**src/rtl/alu_arb_pkg.sv**
```systemverilog
// Shared types and helpers for the ALU request arbiter: FSM state encoding,
// default widths and the round-robin pointer wrap.
package alu_arb_pkg;

  localparam int unsigned DefNumReq        = 4;
  localparam int unsigned DefDataWidth     = 8;
  localparam int unsigned DefSelWidth      = 3;
  localparam int unsigned DefTimeoutCycles = 64;

  typedef enum logic [1:0] {
    StIdle,
    StIssue,
    StWait,
    StResp
  } arb_state_e;

  function automatic int unsigned wrap_next(input int unsigned ptr, input int unsigned num);
    return (ptr + 1 >= num) ? 0 : ptr + 1;
  endfunction

endpackage

```
**src/rtl/alu_rr_picker.sv**
```systemverilog
// Combinational round-robin selector: first set request searching upward
// from ptr+1 with wrap, returned as one-hot grant plus binary index.
module alu_rr_picker
  import alu_arb_pkg::*;
#(
  parameter int unsigned NUM_REQ = DefNumReq
) (
  input  logic [NUM_REQ-1:0]         req,
  input  logic [$clog2(NUM_REQ)-1:0] ptr,
  output logic [NUM_REQ-1:0]         grant,
  output logic [$clog2(NUM_REQ)-1:0] idx,
  output logic                       any
);

  localparam int unsigned IdxW = $clog2(NUM_REQ);

  int unsigned cand;

  always_comb begin
    grant = '0;
    idx   = '0;
    any   = 1'b0;
    cand  = wrap_next(32'(ptr), NUM_REQ);
    for (int unsigned i = 0; i < NUM_REQ; i++) begin
      if (!any && req[cand]) begin
        any         = 1'b1;
        idx         = IdxW'(cand);
        grant[cand] = 1'b1;
      end
      cand = wrap_next(cand, NUM_REQ);
    end
  end

endmodule

```
**src/rtl/alu_req_arbiter.sv**
```systemverilog
// Round-robin arbiter sharing one ALU among NUM_REQ requesters, one transaction in flight.
// Optional WAIT-state watchdog enabled by defining ALU_ARB_TIMEOUT_EN.
module alu_req_arbiter
  import alu_arb_pkg::*;
#(
  parameter int unsigned NUM_REQ        = DefNumReq,
  parameter int unsigned DATA_WIDTH     = DefDataWidth,
  parameter int unsigned SEL_WIDTH      = DefSelWidth,
  parameter int unsigned TIMEOUT_CYCLES = DefTimeoutCycles
) (
  input  logic                            clk,
  input  logic                            rst,
  input  logic [NUM_REQ-1:0]              req_valid,
  output logic [NUM_REQ-1:0]              req_ready,
  input  logic [NUM_REQ*SEL_WIDTH-1:0]    req_sel,
  input  logic [NUM_REQ*DATA_WIDTH-1:0]   req_data_1,
  input  logic [NUM_REQ*DATA_WIDTH-1:0]   req_data_2,
  input  logic [NUM_REQ-1:0]              req_parity,
  output logic [NUM_REQ-1:0]              rsp_valid,
  input  logic [NUM_REQ-1:0]              rsp_ready,
  output logic [2*DATA_WIDTH-1:0]         rsp_data,
  output logic                            rsp_err,
  output logic                            alu_valid_ip,
  input  logic                            alu_ready_ip,
  output logic [SEL_WIDTH-1:0]            alu_sel_ip,
  output logic [DATA_WIDTH-1:0]           alu_data_ip_1,
  output logic [DATA_WIDTH-1:0]           alu_data_ip_2,
  output logic                            alu_parity_ip,
  input  logic                            alu_valid_op,
  output logic                            alu_ready_op,
  input  logic [2*DATA_WIDTH-1:0]         alu_data_op,
  input  logic                            alu_err_op
);

  localparam int unsigned IdxW = $clog2(NUM_REQ);

  if (NUM_REQ < 2 || NUM_REQ > 16) begin : gen_bad_num_req
    $error("NUM_REQ must be in 2..16");
  end
  if (TIMEOUT_CYCLES < 1) begin : gen_bad_timeout
    $error("TIMEOUT_CYCLES must be at least 1");
  end

  arb_state_e              state_q, state_d;
  logic [IdxW-1:0]         ptr_q, ptr_d;
  logic [IdxW-1:0]         gnt_q, gnt_d;
  logic [SEL_WIDTH-1:0]    sel_q, sel_d;
  logic [DATA_WIDTH-1:0]   d1_q, d1_d;
  logic [DATA_WIDTH-1:0]   d2_q, d2_d;
  logic                    par_q, par_d;
  logic                    alu_valid_q, alu_valid_d;
  logic                    alu_ready_op_q;
  logic [NUM_REQ-1:0]      rsp_valid_q, rsp_valid_d;
  logic [2*DATA_WIDTH-1:0] rsp_data_q, rsp_data_d;
  logic                    rsp_err_q, rsp_err_d;

`ifdef ALU_ARB_TIMEOUT_EN
  localparam int unsigned CntW = $clog2(TIMEOUT_CYCLES + 1);
  logic [CntW-1:0] cnt_q, cnt_d;
`endif

  logic [NUM_REQ-1:0] pick_grant;
  logic [IdxW-1:0]    pick_idx;
  logic               pick_any;
  logic [NUM_REQ-1:0] gnt_onehot;

  alu_rr_picker #(
    .NUM_REQ (NUM_REQ)
  ) u_picker (
    .req   (req_valid),
    .ptr   (ptr_q),
    .grant (pick_grant),
    .idx   (pick_idx),
    .any   (pick_any)
  );

  assign gnt_onehot = NUM_REQ'(1) << gnt_q;

  // Only combinational output; masked during reset so it reads as idle.
  assign req_ready = (state_q == StIdle && rst) ? pick_grant : '0;

  always_comb begin
    state_d     = state_q;
    ptr_d       = ptr_q;
    gnt_d       = gnt_q;
    sel_d       = sel_q;
    d1_d        = d1_q;
    d2_d        = d2_q;
    par_d       = par_q;
    alu_valid_d = 1'b0;
    rsp_valid_d = '0;
    rsp_data_d  = rsp_data_q;
    rsp_err_d   = rsp_err_q;
`ifdef ALU_ARB_TIMEOUT_EN
    cnt_d       = cnt_q;
`endif
    unique case (state_q)
      StIdle: begin
        if (pick_any) begin
          ptr_d       = pick_idx;
          gnt_d       = pick_idx;
          sel_d       = req_sel[pick_idx*SEL_WIDTH +: SEL_WIDTH];
          d1_d        = req_data_1[pick_idx*DATA_WIDTH +: DATA_WIDTH];
          d2_d        = req_data_2[pick_idx*DATA_WIDTH +: DATA_WIDTH];
          par_d       = req_parity[pick_idx];
          alu_valid_d = 1'b1;
          state_d     = StIssue;
        end
      end
      StIssue: begin
        if (alu_ready_ip) begin
          state_d = StWait;
`ifdef ALU_ARB_TIMEOUT_EN
          cnt_d   = '0;
`endif
        end else begin
          alu_valid_d = 1'b1;
        end
      end
      StWait: begin
        if (alu_valid_op) begin
          rsp_data_d  = alu_data_op;
          rsp_err_d   = alu_err_op;
          rsp_valid_d = gnt_onehot;
          state_d     = StResp;
        end
`ifdef ALU_ARB_TIMEOUT_EN
        else if (cnt_q == CntW'(TIMEOUT_CYCLES - 1)) begin
          // Give up on the ALU; any beat that shows up later is discarded as stale.
          rsp_data_d  = '0;
          rsp_err_d   = 1'b1;
          rsp_valid_d = gnt_onehot;
          state_d     = StResp;
        end else begin
          cnt_d = cnt_q + 1'b1;
        end
`endif
      end
      StResp: begin
        if (rsp_ready[gnt_q]) begin
          state_d = StIdle;
        end else begin
          rsp_valid_d = rsp_valid_q;
        end
      end
      default: state_d = StIdle;
    endcase
  end

  always_ff @(posedge clk or negedge rst) begin
    if (!rst) begin
      state_q        <= StIdle;
      ptr_q          <= IdxW'(NUM_REQ - 1);
      gnt_q          <= '0;
      sel_q          <= '0;
      d1_q           <= '0;
      d2_q           <= '0;
      par_q          <= 1'b0;
      alu_valid_q    <= 1'b0;
      alu_ready_op_q <= 1'b0;
      rsp_valid_q    <= '0;
      rsp_data_q     <= '0;
      rsp_err_q      <= 1'b0;
`ifdef ALU_ARB_TIMEOUT_EN
      cnt_q          <= '0;
`endif
    end else begin
      state_q        <= state_d;
      ptr_q          <= ptr_d;
      gnt_q          <= gnt_d;
      sel_q          <= sel_d;
      d1_q           <= d1_d;
      d2_q           <= d2_d;
      par_q          <= par_d;
      alu_valid_q    <= alu_valid_d;
      // Always willing to take a beat; outside WAIT it is simply dropped.
      alu_ready_op_q <= 1'b1;
      rsp_valid_q    <= rsp_valid_d;
      rsp_data_q     <= rsp_data_d;
      rsp_err_q      <= rsp_err_d;
`ifdef ALU_ARB_TIMEOUT_EN
      cnt_q          <= cnt_d;
`endif
    end
  end

  assign alu_valid_ip  = alu_valid_q;
  assign alu_sel_ip    = sel_q;
  assign alu_data_ip_1 = d1_q;
  assign alu_data_ip_2 = d2_q;
  assign alu_parity_ip = par_q;
  assign alu_ready_op  = alu_ready_op_q;
  assign rsp_valid     = rsp_valid_q;
  assign rsp_data      = rsp_data_q;
  assign rsp_err       = rsp_err_q;

endmodule

```
**config.mk**
```make
export PLATFORM = sky130hd
export DESIGN_NAME = alu_req_arbiter
export DESIGN_NICKNAME = d
export VERILOG_FILES = /design/src/rtl/alu_arb_pkg.sv /design/src/rtl/alu_rr_picker.sv /design/src/rtl/alu_req_arbiter.sv
export SDC_FILE = /design/constraint.sdc
export NUM_CORES = 1
export LEC_CHECK = 0
export ABC_AREA = 0
export CAP_MARGIN = 0
export CELL_PAD_IN_SITES_DETAIL_PLACEMENT = 1
export CELL_PAD_IN_SITES_GLOBAL_PLACEMENT = 2
export CORE_MARGIN = 8
export CORE_UTILIZATION = 24
export DETAILED_ROUTE_END_ITERATION = 6
export GPL_ROUTABILITY_DRIVEN = 0
export GPL_TIMING_DRIVEN = 0
export PLACE_DENSITY = 0.83
export SLEW_MARGIN = 10
export SYNTH_ARGS = -nofsm -noshare
export SYNTH_HDL_FRONTEND = slang
export SYNTH_SLANG_ARGS = --single-unit
```
**constraint.sdc**
```tcl
create_clock -name clk -period 4.5 [get_ports clk]
set_input_delay 0.45 -clock clk [delete_from_list [all_inputs] [get_ports clk]]
set_output_delay 0.45 -clock clk [all_outputs]
set_load 0.02 [all_outputs]
```
==> metrics.log, run 1 <==
INFO  metric outcome = completed
INFO  metric cts-htree-levels = 2
INFO  metric worst-endpoint-required = 4050 ps
INFO  metric crit_path_end_kind = primary output
INFO  metric hold_violations = 0
INFO  metric worst_setup_hold_path_clk_slew = 80 ps
INFO  metric design.portCount = 156
INFO  metric synth.ff_latch_count = 49
INFO  metric endpoints_failing_setup = 0
INFO  metric critical_path.max_fanout = 12
INFO  metric critical_path_data_arrival_time = 3840 ps
INFO  metric ant_nets = 0
INFO  metric portion_of_the_post_synthesis_area_used_by_sequential_elements = 0.3977
INFO  metric max-slew-margin-rel = 0.5608
INFO  metric routed-via-count = 2771
INFO  metric synth_xor_area_frac = 0
INFO  metric max_clock_freq = 233.2 MHz
INFO  metric drc_errors = 0
INFO  metric postSynthNetCount = 393
INFO  metric timing.final.max_slew_violations = 0
INFO  metric cp_cell_sequence = ha_2 -> nor2_4 -> inv_2 -> fa_1 -> nor2b_1 -> a2111oi_0 -> o22ai_1 -> nor2_4 -> a222oi_1 -> a21oi_1 -> clkdlybuf4s50_1
INFO  metric drt_wl_total = 10990 um
INFO  metric synth-adder-area-share = 0.06156
INFO  metric power.density_cell_area = 862.9 nW/um^2
INFO  metric finalNetCount = 556
INFO  metric clock_skew = 12.07 ps
INFO  metric finalPower = 4.347 mW
INFO  metric portBuffers = 155
INFO  metric layout-area-overhead-vs-synth = 63.06%
INFO  metric globalRouteTotalUtil = 0.1289
INFO  metric number_of_global_route_vias_before_repair = 3235
INFO  metric worstPathBufferInverterCount = 2
INFO  metric cts_buffers = 5
INFO  metric regToRegStartpoint = ptr_q[0]$_DFFE_PN1P_
INFO  metric grt_antenna_before_repair = 0
INFO  metric clkSinkCount = 49
INFO  metric ys_types = 46
INFO  metric clk-insertion-delay-late = 290 ps
INFO  metric starting_density = 0.2448
INFO  metric die_y = 129.5 um
INFO  metric share_of_cells_above_drive_strength_1 = 0.1636
INFO  metric routedWlPerCell = 18.14 um
INFO  metric dpl.cell_count = 598
INFO  metric final_min_period_over_clock_period = 0.9530
INFO  metric worst_hold_path_type = input pin to async pin
INFO  metric post_route_insts_no_fill = 606
INFO  metric largest_family_of_logic_cells_by_synthesized_area = multiplexers
INFO  metric syn-instance-count = 270
INFO  metric synth_area = 3089 um^2
INFO  metric fillerInstances = 1456
INFO  metric synth_mux_area_frac = 0.2329
INFO  metric chipWidth = 129.5 um
INFO  metric clock_path_buffers = 2
INFO  metric whs = 179.1 ps
INFO  metric detailedPlacementHpwl = 9226 um
INFO  metric grt_remaining_overflow = 0
INFO  metric worst_path_largest_cell_delay = 630 ps
INFO  metric cp_top_family = compound AO/OA/AOI/OAI gates
INFO  metric synth-compound-area-share = 0.1794
INFO  metric vias_per_cell = 4.573
INFO  metric grt_setup_unrepaired = no
INFO  metric grt_first_pass_wirelength = 17190 um
INFO  metric timing_worst_slew_pin_value = 658.9 ps
INFO  metric dr.first_iter.drc_count = 64
INFO  metric synth_warnings = 0
INFO  metric most_numerous_cell_on_the_critical_path = sky130_fd_sc_hd__nor2_4
INFO  metric dieArea = 16760 um^2
INFO  metric tritoncts = yes
INFO  metric startpoint_types = register
INFO  metric placeableCoreArea = 12620 um^2
INFO  metric post_cts_setup_buffer_count = 0
INFO  metric placementRows = 41
INFO  metric synth_simple_gate_area_frac = 0.08748
INFO  metric cts_root_buffer = sky130_fd_sc_hd__clkbuf_16
INFO  metric power.static_leakage = 2.135 nW
INFO  metric cpMaxStageDelayCell = sky130_fd_sc_hd__clkdlybuf4s50_1
INFO  metric vdd_drop_max = 0.0002856 V
INFO  metric syn-mean-instance-area = 11.44 um^2
INFO  metric drt_pass_1_iters = 4
INFO  metric crit_path_start = ptr_q[0]$_DFFE_PN1P_
INFO  metric max-cap-violations = 0
INFO  metric post_layout_min_period = 4288 ps
INFO  metric criticalPathCategory = register to primary output
INFO  metric fin_tns_setup = 0 ps
INFO  metric insertedDiodeCount = 0
INFO  metric pin_count_of_the_biggest_net_entering_global_routing = 29
[logic make-up (layout without fill, tap and decap cells)]
kind of cell | after synthesis | in the layout
AND/OR/NAND/NOR | 60 | 60
AO/OA/AOI/OAI | 53 | 53
other | 1 | 1
flip-flops | 49 | 49
adder cells (fa/ha/maj) | 14 | 14
multiplexers | 67 | 67
buffers and inverters | 26 | 190
[repair_timing]
| action | 4_1_cts | 5_1_grt |
|---|---|---|
| resized for setup | 0 | 5 |
| setup endpoints to repair | 0 | 4 |
| hold buffers | 0 | 0 |
[per-layer routing]
layer	vias up	part of all wire	track usage
met5	-	0	0
met4	0	0.0096	0.02596
met3	8	0.075	0.04930
met2	85	0.53	0.2368
met1	1363	0.39	0.1372
li1	1315	-	-
[metrics by stage]
step / worst slack (ps) / util / instance area [um^2]
2_1_floorplan: 1129 / - / 3089
3_3_place_gp: 55.06 / 0.3848 / 4856
3_5_place_dp: 303.5 / 0.3860 / 4871
4_1_cts: 2.654 / 0.3982 / 5025
5_1_grt: 22.82 / 0.3992 / 5037
6_report: 211.7 / 0.3992 / 5037
[sequential cells by signal, summed over array words and instances (netlist names), 2 cells and up]
signal / flops
alu_data_ip_1: 8
alu_sel_ip: 3
gnt_q: 2
rsp_data: 16
ptr_q: 2
state_q: 2
rsp_valid: 4
alu_data_ip_2: 8
[cell usage in the layout (no fill, tap or decap), types with 2 or more instances in the layout]
cell type	Yosys	layout
sky130_fd_sc_hd__buf_4	6	6
sky130_fd_sc_hd__clkbuf_16	0	5
sky130_fd_sc_hd__a21o_1	2	2
sky130_fd_sc_hd__nor3_1	2	2
sky130_fd_sc_hd__dfrtp_1	47	47
sky130_fd_sc_hd__buf_2	2	3
sky130_fd_sc_hd__clkdlybuf4s50_1	0	154
sky130_fd_sc_hd__fa_1	2	2
sky130_fd_sc_hd__mux2_2	18	18
sky130_fd_sc_hd__mux2_4	2	2
sky130_fd_sc_hd__mux2i_1	45	45
sky130_fd_sc_hd__a221oi_2	19	19
sky130_fd_sc_hd__nor2_1	33	33
sky130_fd_sc_hd__o21a_1	4	4
sky130_fd_sc_hd__nand2b_1	3	3
sky130_fd_sc_hd__nand3_1	4	4
sky130_fd_sc_hd__a2111oi_0	2	2
sky130_fd_sc_hd__a21oi_1	5	5
sky130_fd_sc_hd__nor2_4	2	2
sky130_fd_sc_hd__o21ai_0	5	5
sky130_fd_sc_hd__a222oi_1	4	4
sky130_fd_sc_hd__inv_1	11	11
sky130_fd_sc_hd__clkbuf_1	6	5
sky130_fd_sc_hd__nand2_1	10	10
sky130_fd_sc_hd__ha_1	12	11
[cell usage after synthesis (all sizes together)]
cell type  count  share of area
a2111oi        3         0.0089
a211oi         1         0.0024
a21boi         1         0.0024
a21o           2         0.0049
a21oi          6          0.011
a221oi        21           0.10
a222oi         4          0.013
a22o           1         0.0028
a311oi         1         0.0028
a31oi          1         0.0020
and2           1         0.0020
buf            8          0.018
clkbuf         6         0.0073
conb           1         0.0012
dfrtp         47           0.38
dfstp          2          0.017
fa             2          0.013
ha            12          0.049
inv           12          0.015
mux2          20          0.075
mux2i         46           0.15
mux4           1         0.0073
nand2         10          0.012
nand2b         3         0.0061
nand3          4         0.0065
nand4          1         0.0020
nor2          36          0.049
nor2b          1         0.0020
nor3           2         0.0032
o21a           4         0.0097
o21ai          5         0.0081
o22ai          1         0.0020
o31ai          1         0.0024
o32a           1         0.0032
or2            1         0.0020
or3            1         0.0020
[path summary, 6_finish.rpt]
check | endpoint | slack [ps] | cells after the start
worst max-delay path | req_ready[0] | 210 | 11
worst min register to register | rsp_err$_DFFE_PN0P_ | 510 | 1
max in group asynchronous | alu_data_ip_1[7]$_DFFE_PN0P_ | 3750 | 2
worst max register to register | alu_data_ip_1[1]$_DFFE_PN0P_ | 830 | 10
worst min-delay path | rsp_data[1]$_DFFE_PN0P_ | 180 | 1
min in group clk | rsp_err$_DFFE_PN0P_ | 510 | 1
[cell type report]
type,instances,area (um^2),share of cell area
buffer,14,78.83,0.01565
clock buffer,5,125.1,0.02484
sequential,49,1232,0.2447
inverter,12,45.04,0.008942
timing repair buffer,156,1567,0.3110
tap,172,215.2,0.04272
multi-input combinational,195,1745,0.3465
clock inverter,3,28.78,0.005713
[power breakdown]
group | internal (mW) | switching [mW]
clock | 0.213 | 0.179
sequential | 0.672 | 0.145
combinational | 1.45 | 1.69
total | 2.33 | 2.01
Power figures use the tool's default switching activity.
==> inputs of run 2 (changes only) <==
REMOVE_ABC_BUFFERS = 1   (was unset)
==> run 2 against run 1 <==
Register-to-register slack got worse by 450 ps. Die area unchanged. Critical path type unchanged. Fmax increased by 0.59%. Flip-flop and latch count unchanged. Utilization stayed put. Global-route usage fell by 0.18 points. Clock power fell by 4%. Count of clock-buffer cells in the layout rose by 1.
==> metrics.log, run 2 (same netlist as run 1, synthesis figures left out) <==
INFO  metric outcome = completed
INFO  metric cp_cell_sequence = ha_2 -> nor2_4 -> fa_1 -> a2111oi_2 -> o22ai_2 -> nor2_4 -> a222oi_1 -> a21oi_1 -> clkdlybuf4s50_1
INFO  metric critical_path.reg2reg.endpoint = alu_data_ip_2[0]$_DFFE_PN0P_
INFO  metric timing.final.max_slew_violations = 0 (unchanged)
INFO  metric cts_buffers = 5 (unchanged)
INFO  metric grt_remaining_overflow = 0 (unchanged)
INFO  metric layout-area-overhead-vs-synth = 63.06% (unchanged)
INFO  metric worst_hold_path_type = input pin to async pin
INFO  metric cts_root_buffer = sky130_fd_sc_hd__clkbuf_16
INFO  metric routed-via-count = 2742 (-1.0%)
INFO  metric routedWlPerCell = 18.04 um (-0.55%)
INFO  metric final_worst_setup_slack = 236.7 ps (+25.04 ps)
INFO  metric max-slew-margin-rel = 0.4593 (-0.1014)
INFO  metric design.portCount = 156 (unchanged)
INFO  metric dr.first_iter.drc_count = 96 (+50%)
INFO  metric power.share.switching = 0.4514 (-0.01200)
INFO  metric power.density_cell_area = 880.4 nW/um^2 (+2.0%)
INFO  metric clock_path_buffers = 2 (unchanged)
INFO  metric criticalPathCategory = register to primary output
INFO  metric insertedDiodeCount = 0 (unchanged)
INFO  metric seq_power_share = 0.185 (-0.003)
INFO  metric worst_setup_hold_path_clk_slew = 70 ps (about the same)
INFO  metric drt_wl_total = 10730 um (-2.4%)
INFO  metric critical_path_data_arrival_time = 3810 ps (-30 ps)
INFO  metric portBuffers = 155 (unchanged)
INFO  metric switchingPower = 2.002 mW (-0.62%)
INFO  metric reg2reg_depth = 9 (-1)
INFO  metric post_layout_min_period = 4263 ps (-25.04 ps)
INFO  metric tritoncts = yes
INFO  metric clkSinkCount = 49 (unchanged)
INFO  metric power.static_leakage = 2.124 nW (-0.55%)
INFO  metric most_numerous_cell_on_the_critical_path = sky130_fd_sc_hd__nor2_4
INFO  metric crit_path_end_kind = primary output
INFO  metric timing_worst_slew_pin_value = 809.0 ps (+150.2 ps)
INFO  metric grt_first_pass_wirelength = 16770 um (-2.5%)
INFO  metric clock_skew = 8.764 ps (-3.304 ps)
INFO  metric chipWidth = 129.5 um (unchanged)
INFO  metric drc_errors = 0 (unchanged)
INFO  metric regToRegStartpoint = ptr_q[0]$_DFFE_PN1P_
INFO  metric cts-htree-levels = 2 (unchanged)
INFO  metric ant_nets = 0 (unchanged)
INFO  metric grt_antenna_before_repair = 0 (unchanged)
INFO  metric startpoint_types = register
INFO  metric globalRouteTotalUtil = 0.1271 (-0.001753)
INFO  metric whs = 160.3 ps (-18.79 ps)
INFO  metric worst-endpoint-required = 4050 ps (about the same)
INFO  metric p_int = 2.433 mW (+4.3%)
INFO  metric layout_common_cells = 154 x sky130_fd_sc_hd__clkdlybuf4s50_1, 47 x sky130_fd_sc_hd__dfrtp_1, 45 x sky130_fd_sc_hd__mux2i_1
INFO  metric max-cap-violations = 0 (unchanged)
INFO  metric vias_per_cell = 4.608 (+0.78%)
INFO  metric mostFrequentLayoutCell = sky130_fd_sc_hd__clkdlybuf4s50_1
INFO  metric dieArea = 16760 um^2 (unchanged)
INFO  metric drt_pass_1_iters = 4 (unchanged)
INFO  metric share_of_cells_above_drive_strength_1 = 0.1631 (-0.0004739)
INFO  metric detailed_place.area = 4870 um^2 (about the same)
INFO  metric max_clock_freq = 234.6 MHz (+0.59%)
INFO  metric largest_register_ffs = 16 (unchanged)
INFO  metric worst_path_largest_cell_delay = 730 ps (+100 ps)
INFO  metric final_min_period_over_clock_period = 0.9474 (-0.005564)
INFO  metric finalInstanceArea = 5037 um^2 (unchanged)
INFO  metric endpoints_failing_setup = 0 (unchanged)
INFO  metric reg2reg_slack = 380 ps (-450 ps)
INFO  metric clk-insertion-delay-late = 290 ps (about the same)
INFO  metric die_y = 129.5 um (unchanged)
INFO  metric pin_count_of_the_biggest_net_entering_global_routing = 27 (-6.9%)
INFO  metric hold_bufs_at_cts = 0 (unchanged)
INFO  metric detailedPlace.worstSlack = -242.5 ps (-546.0 ps)
INFO  metric pwr-share-comb = 0.731 (+0.009)
INFO  metric vdd_drop_max = 0.0005892 V (+110%)
INFO  metric placeableCoreArea = 12620 um^2 (unchanged)
INFO  metric starting_density = 0.2448 (unchanged)
INFO  metric placementRows = 41 (unchanged)
INFO  metric finalNetCount = 545 (-2.0%)
INFO  metric critical_path.max_fanout = 12 (unchanged)
INFO  metric number_of_global_route_vias_before_repair = 3159 (-2.3%)
INFO  metric hold_violations = 0 (unchanged)
INFO  metric detailedPlacementHpwl = 8689 um (-5.8%)
INFO  metric worstPathBufferInverterCount = 1 (-1)
INFO  metric cp_top_family = compound AO/OA/AOI/OAI gates
INFO  metric clock_network_fraction_of_total_power = 0.085 (-0.005)
INFO  metric cpMaxStageDelayCell = sky130_fd_sc_hd__dfstp_2
==> run 2: final cells by class <==
cell class / count / area (um^2)
Clock inverter: 2 / 13.76
Inverter: 12 / 45.04
Multi-Input combinational cell: 195 / 1769
Clock buffer: 6 / 128.9
Fill cell: 1416 / 7582
Tap cell: 172 / 215.2
Timing Repair Buffer: 159 / 1637
Sequential cell: 49 / 1229
==> run 2: worst max path at each step <==
stage,start,end,slack (ps),cells past startpoint
floorplan,ptr_q[0]$_DFFE_PN1P_,alu_data_ip_1[0]$_DFFE_PN0P_,60,9
global placement,ptr_q[0]$_DFFE_PN1P_,alu_data_ip_2[4]$_DFFE_PN0P_,-730,9
detailed placement,ptr_q[0]$_DFFE_PN1P_,alu_data_ip_2[0]$_DFFE_PN0P_,-240,9
CTS,ptr_q[0]$_DFFE_PN1P_,alu_data_ip_2[0]$_DFFE_PN0P_,90,9
global route,ptr_q[0]$_DFFE_PN1P_,req_ready[1],-20,9
finish,ptr_q[0]$_DFFE_PN1P_,req_ready[0],240,9
==> run 2: through the flow <==
step | power [mW] | setup TNS, ps | instances | util
floorplan | 2.913 | 0 | 256 | -
global placement | 3.802 | -15360 | 583 | 0.3786
detailed placement | 4.077 | -3548 | 587 | 0.3859
CTS | 4.483 | 0 | 595 | 0.3977
global route | 4.739 | -23.78 | 595 | 0.3992
finish | 4.435 | 0 | 595 | 0.3992
==> run 2: timing repair <==
action                     in CTS  in global routing
cloned                          0                  0
setup endpoints to repair      26                 24
setup buffers                   0                  0
gates resized for setup         2                  6
hold endpoints to repair        0                  0
==> run 2: worst register-to-register path: stages (launching register included) <==
cell and delay [ps]:
sky130_fd_sc_hd__dfstp_2 730, sky130_fd_sc_hd__ha_2 340, sky130_fd_sc_hd__nor2_4 80, sky130_fd_sc_hd__fa_1 550, sky130_fd_sc_hd__o21a_1 250, sky130_fd_sc_hd__o22ai_2 320, sky130_fd_sc_hd__o21a_2 510, sky130_fd_sc_hd__inv_1 250
sky130_fd_sc_hd__nor2_4 690, sky130_fd_sc_hd__a221oi_1 220
==> run 2: power by group through the flow <==
stage	Combinational, mW	Clock, mW	Sequential, mW
3_5_place_dp	3.25	0	0.827
2_1_floorplan	1.89	0	1.02
4_1_cts	3.27	0.389	0.823
5_1_grt	3.48	0.401	0.855
6_report	3.24	0.375	0.819
3_3_place_gp	2.99	0	0.811
==> run 2: layer usage <==
layer / global-route usage / part of all wire
met1: 0.1362 / 0.38
met2: 0.2218 / 0.51
met3: 0.05998 / 0.099
met4: 0.03074 / 0.0097
met5: 0 / 0
==> inputs of run 3 (changes only) <==
CORE_UTILIZATION = 22   (was 24)
PLACE_DENSITY = 0.8   (was 0.83)
clock period = 3.92 ns   (was 4.5 ns; I/O delays follow)
==> run 3 against run 2 <==
Utilization decreased by 2.5 points. Count of clock-buffer cells in the layout shrank 1. Sequential power increased by 16%. Combinational power grew 19%. Critical endpoint is now req_ready[1]. Worst hold slack worse by 50 ps. Cell area rose by 2.6%. Wire length barely moved. Die area up 7.9%. Cell count is 2.4% higher. Clock power grew 19%. Largest power group unchanged. Clock skew down 1.4 ps. Global-route usage decreased by 1.1 points.
==> metrics.log, run 3 (same netlist as run 1, synthesis figures left out) <==
INFO  metric hold_bufs_at_cts = 0 (unchanged)
INFO  metric grt_antenna_before_repair = 0 (unchanged)
INFO  metric drc_errors = 0 (unchanged)
INFO  metric max_clock_freq = 268.2 MHz
INFO  metric layout_common_cells = 150 x sky130_fd_sc_hd__clkdlybuf4s50_1, 47 x sky130_fd_sc_hd__dfrtp_1, 45 x sky130_fd_sc_hd__mux2i_1
INFO  metric crit_path_start = ptr_q[0]$_DFFE_PN1P_
INFO  metric critical_path.max_fanout = 12 (unchanged)
INFO  metric outcome = completed
INFO  metric share_of_cells_above_drive_strength_1 = 0.1911 (+0.02802)
INFO  metric routedWlPerCell = 17.63 um (-2.2%)
INFO  metric portBuffers = 155 (unchanged)
INFO  metric grt_first_pass_wirelength = 16750 um (about the same)
INFO  metric routed-via-count = 2759 (+0.62%)
INFO  metric die_y = 134.5 um (+3.9%)
INFO  metric grt_setup_unrepaired = no
INFO  metric chipWidth = 134.5 um (+3.9%)
INFO  metric finalNetCount = 551 (+1.1%)
INFO  metric criticalPathCategory = register to primary output
INFO  metric dieArea = 18090 um^2 (+7.9%)
INFO  metric design.portCount = 156 (unchanged)
INFO  metric final_min_period_over_clock_period = 0.9511
INFO  metric globalRouteTotalUtil = 0.1162 (-0.01093)
INFO  metric cts-htree-levels = 2 (unchanged)
INFO  metric detailedPlacementHpwl = 8431 um (-3.0%)
INFO  metric max-cap-violations = 0 (unchanged)
INFO  metric cts_buffers = 5 (unchanged)
INFO  metric vias_per_cell = 4.530 (-1.7%)
INFO  metric worst_hold_path_type = input pin to async pin
INFO  metric placementRows = 43 (+4.9%)
INFO  metric max-slew-margin-rel = 0.4656 (+0.006209)
INFO  metric placeableCoreArea = 13830 um^2 (+9.6%)
INFO  metric finalInstanceArea = 5167 um^2 (+2.6%)
INFO  metric detailed_place.area = 4870 um^2 (unchanged)
INFO  metric vdd_drop_max = 0.0004009 V (-32%)
INFO  metric endpoints_failing_setup = 0 (unchanged)
INFO  metric drt_wl_total = 10740 um (about the same)
INFO  metric pin_count_of_the_biggest_net_entering_global_routing = 27 (unchanged)
INFO  metric insertedDiodeCount = 0 (unchanged)
INFO  metric timing_worst_slew_pin_value = 799.7 ps (-9.291 ps)
INFO  metric ant_nets = 0 (unchanged)
INFO  metric timing.final.max_slew_violations = 0 (unchanged)
INFO  metric post_layout_min_period = 3728 ps
INFO  metric startpoint_types = register
INFO  metric power.static_leakage = 2.176 nW (+2.5%)
INFO  metric tritoncts = yes
INFO  metric mostFrequentLayoutCell = sky130_fd_sc_hd__clkdlybuf4s50_1
INFO  metric regToRegStartpoint = ptr_q[0]$_DFFE_PN1P_
INFO  metric clock_skew = 7.348 ps (-1.415 ps)
INFO  metric starting_density = 0.2234 (-0.02138)
INFO  metric power.density_cell_area = 1019 nW/um^2 (+16%)
INFO  metric dr.first_iter.drc_count = 76 (-21%)
INFO  metric grt_remaining_overflow = 0 (unchanged)
INFO  metric clock_path_buffers = 2 (unchanged)
INFO  metric clkSinkCount = 49 (unchanged)
INFO  metric layout-area-overhead-vs-synth = 67.27%
INFO  metric worst-endpoint-required = 3530 ps (-520 ps)
INFO  metric cts_root_buffer = sky130_fd_sc_hd__clkbuf_16
INFO  metric crit_path_end_kind = primary output
INFO  metric fillerInstances = 1545 (+9.1%)
INFO  metric largest_register_ffs = 16 (unchanged)
INFO  metric drt_pass_1_iters = 5 (+1)
INFO  metric critical_path_data_arrival_time = 3340 ps (-470 ps)
INFO  metric finalPower = 5.268 mW (+19%)
INFO  metric worst_setup_hold_path_clk_slew = 70 ps (about the same)
INFO  metric clk-insertion-delay-late = 290 ps (about the same)
INFO  metric number_of_global_route_vias_before_repair = 3099 (-1.9%)
INFO  metric hold_violations = 0 (unchanged)
run 3: metrics by stage:
stage | utilization | instances | setup slack, ps | hold WS [ps] | TNS (ps)
6_report | 0.3737 | 609 | 191.8 | 109.8 | 0
5_1_grt | 0.3737 | 609 | 22.23 | 158.2 | 0
4_1_cts | 0.3693 | 609 | 47.74 | 118.0 | 0
3_5_place_dp | 0.3522 | 596 | -805.9 | 443.4 | -16470
3_3_place_gp | 0.3463 | 591 | -1381 | 487.1 | -32160
2_1_floorplan | - | 256 | -518.2 | 96.41 | -10920
run 3: cell type report:
cell class	instances	area, um^2	share of cell area
clock buffer	5	125.1	0.02421
clock inverter	3	28.78	0.005569
inverter	12	48.80	0.009443
multi-input combinational	196	1834	0.3550
sequential	49	1232	0.2385
tap	180	225.2	0.04358
timing repair buffer	164	1673	0.3237
run 3: where the power goes:
group          switching [mW]  total (mW)  internal [mW]
combinational            2.01        3.87           1.86
clock                   0.203       0.448          0.245
sequential              0.178       0.949          0.771
run 3: metal layers:
layer	global-route usage	routed length, um	up-vias	part of all wire
met1	0.1288	4291	1353	0.40
met5	0	0	-	0
met3	0.03715	695	5	0.065
met2	0.2117	5673	85	0.53
li1	-	-	1316	-
met4	0.02433	77	0	0.0072
run 3: path summary, 6_finish.rpt:
path                                                end  slack, ps  cells after the start
min in group clk                rsp_data[8]$_DFFE_PN0P_        510                      1
hold reg to reg                 rsp_data[8]$_DFFE_PN0P_        510                      1
setup reg to reg           alu_data_ip_1[6]$_DFFE_PN0P_        230                     13
setup / recovery                           req_ready[1]        190                     11
max in group asynchronous  alu_data_ip_1[2]$_DFFE_PN0P_       3230                      2
hold / removal                  rsp_data[3]$_DFFE_PN0P_        110                      1
run 3: repair_timing:
item / in CTS / in global routing
cloned: 1 / 0
pin swaps: 4 / 0
setup endpoints to repair: 26 / 26
setup buffers: 4 / 0
resized for setup: 12 / 14
run 3: worst max-delay path, stage by stage (launching register included):
cell	delay (ps)
sky130_fd_sc_hd__dfstp_4	540
sky130_fd_sc_hd__ha_4	210
sky130_fd_sc_hd__nor2_4	210
sky130_fd_sc_hd__inv_2	110
sky130_fd_sc_hd__fa_2	420
sky130_fd_sc_hd__nor2b_1	170
sky130_fd_sc_hd__a2111oi_2	340
sky130_fd_sc_hd__o22ai_2	190
sky130_fd_sc_hd__nor2_4	210
sky130_fd_sc_hd__a222oi_1	120
sky130_fd_sc_hd__a21oi_1	170
sky130_fd_sc_hd__dlygate4sd2_1	350
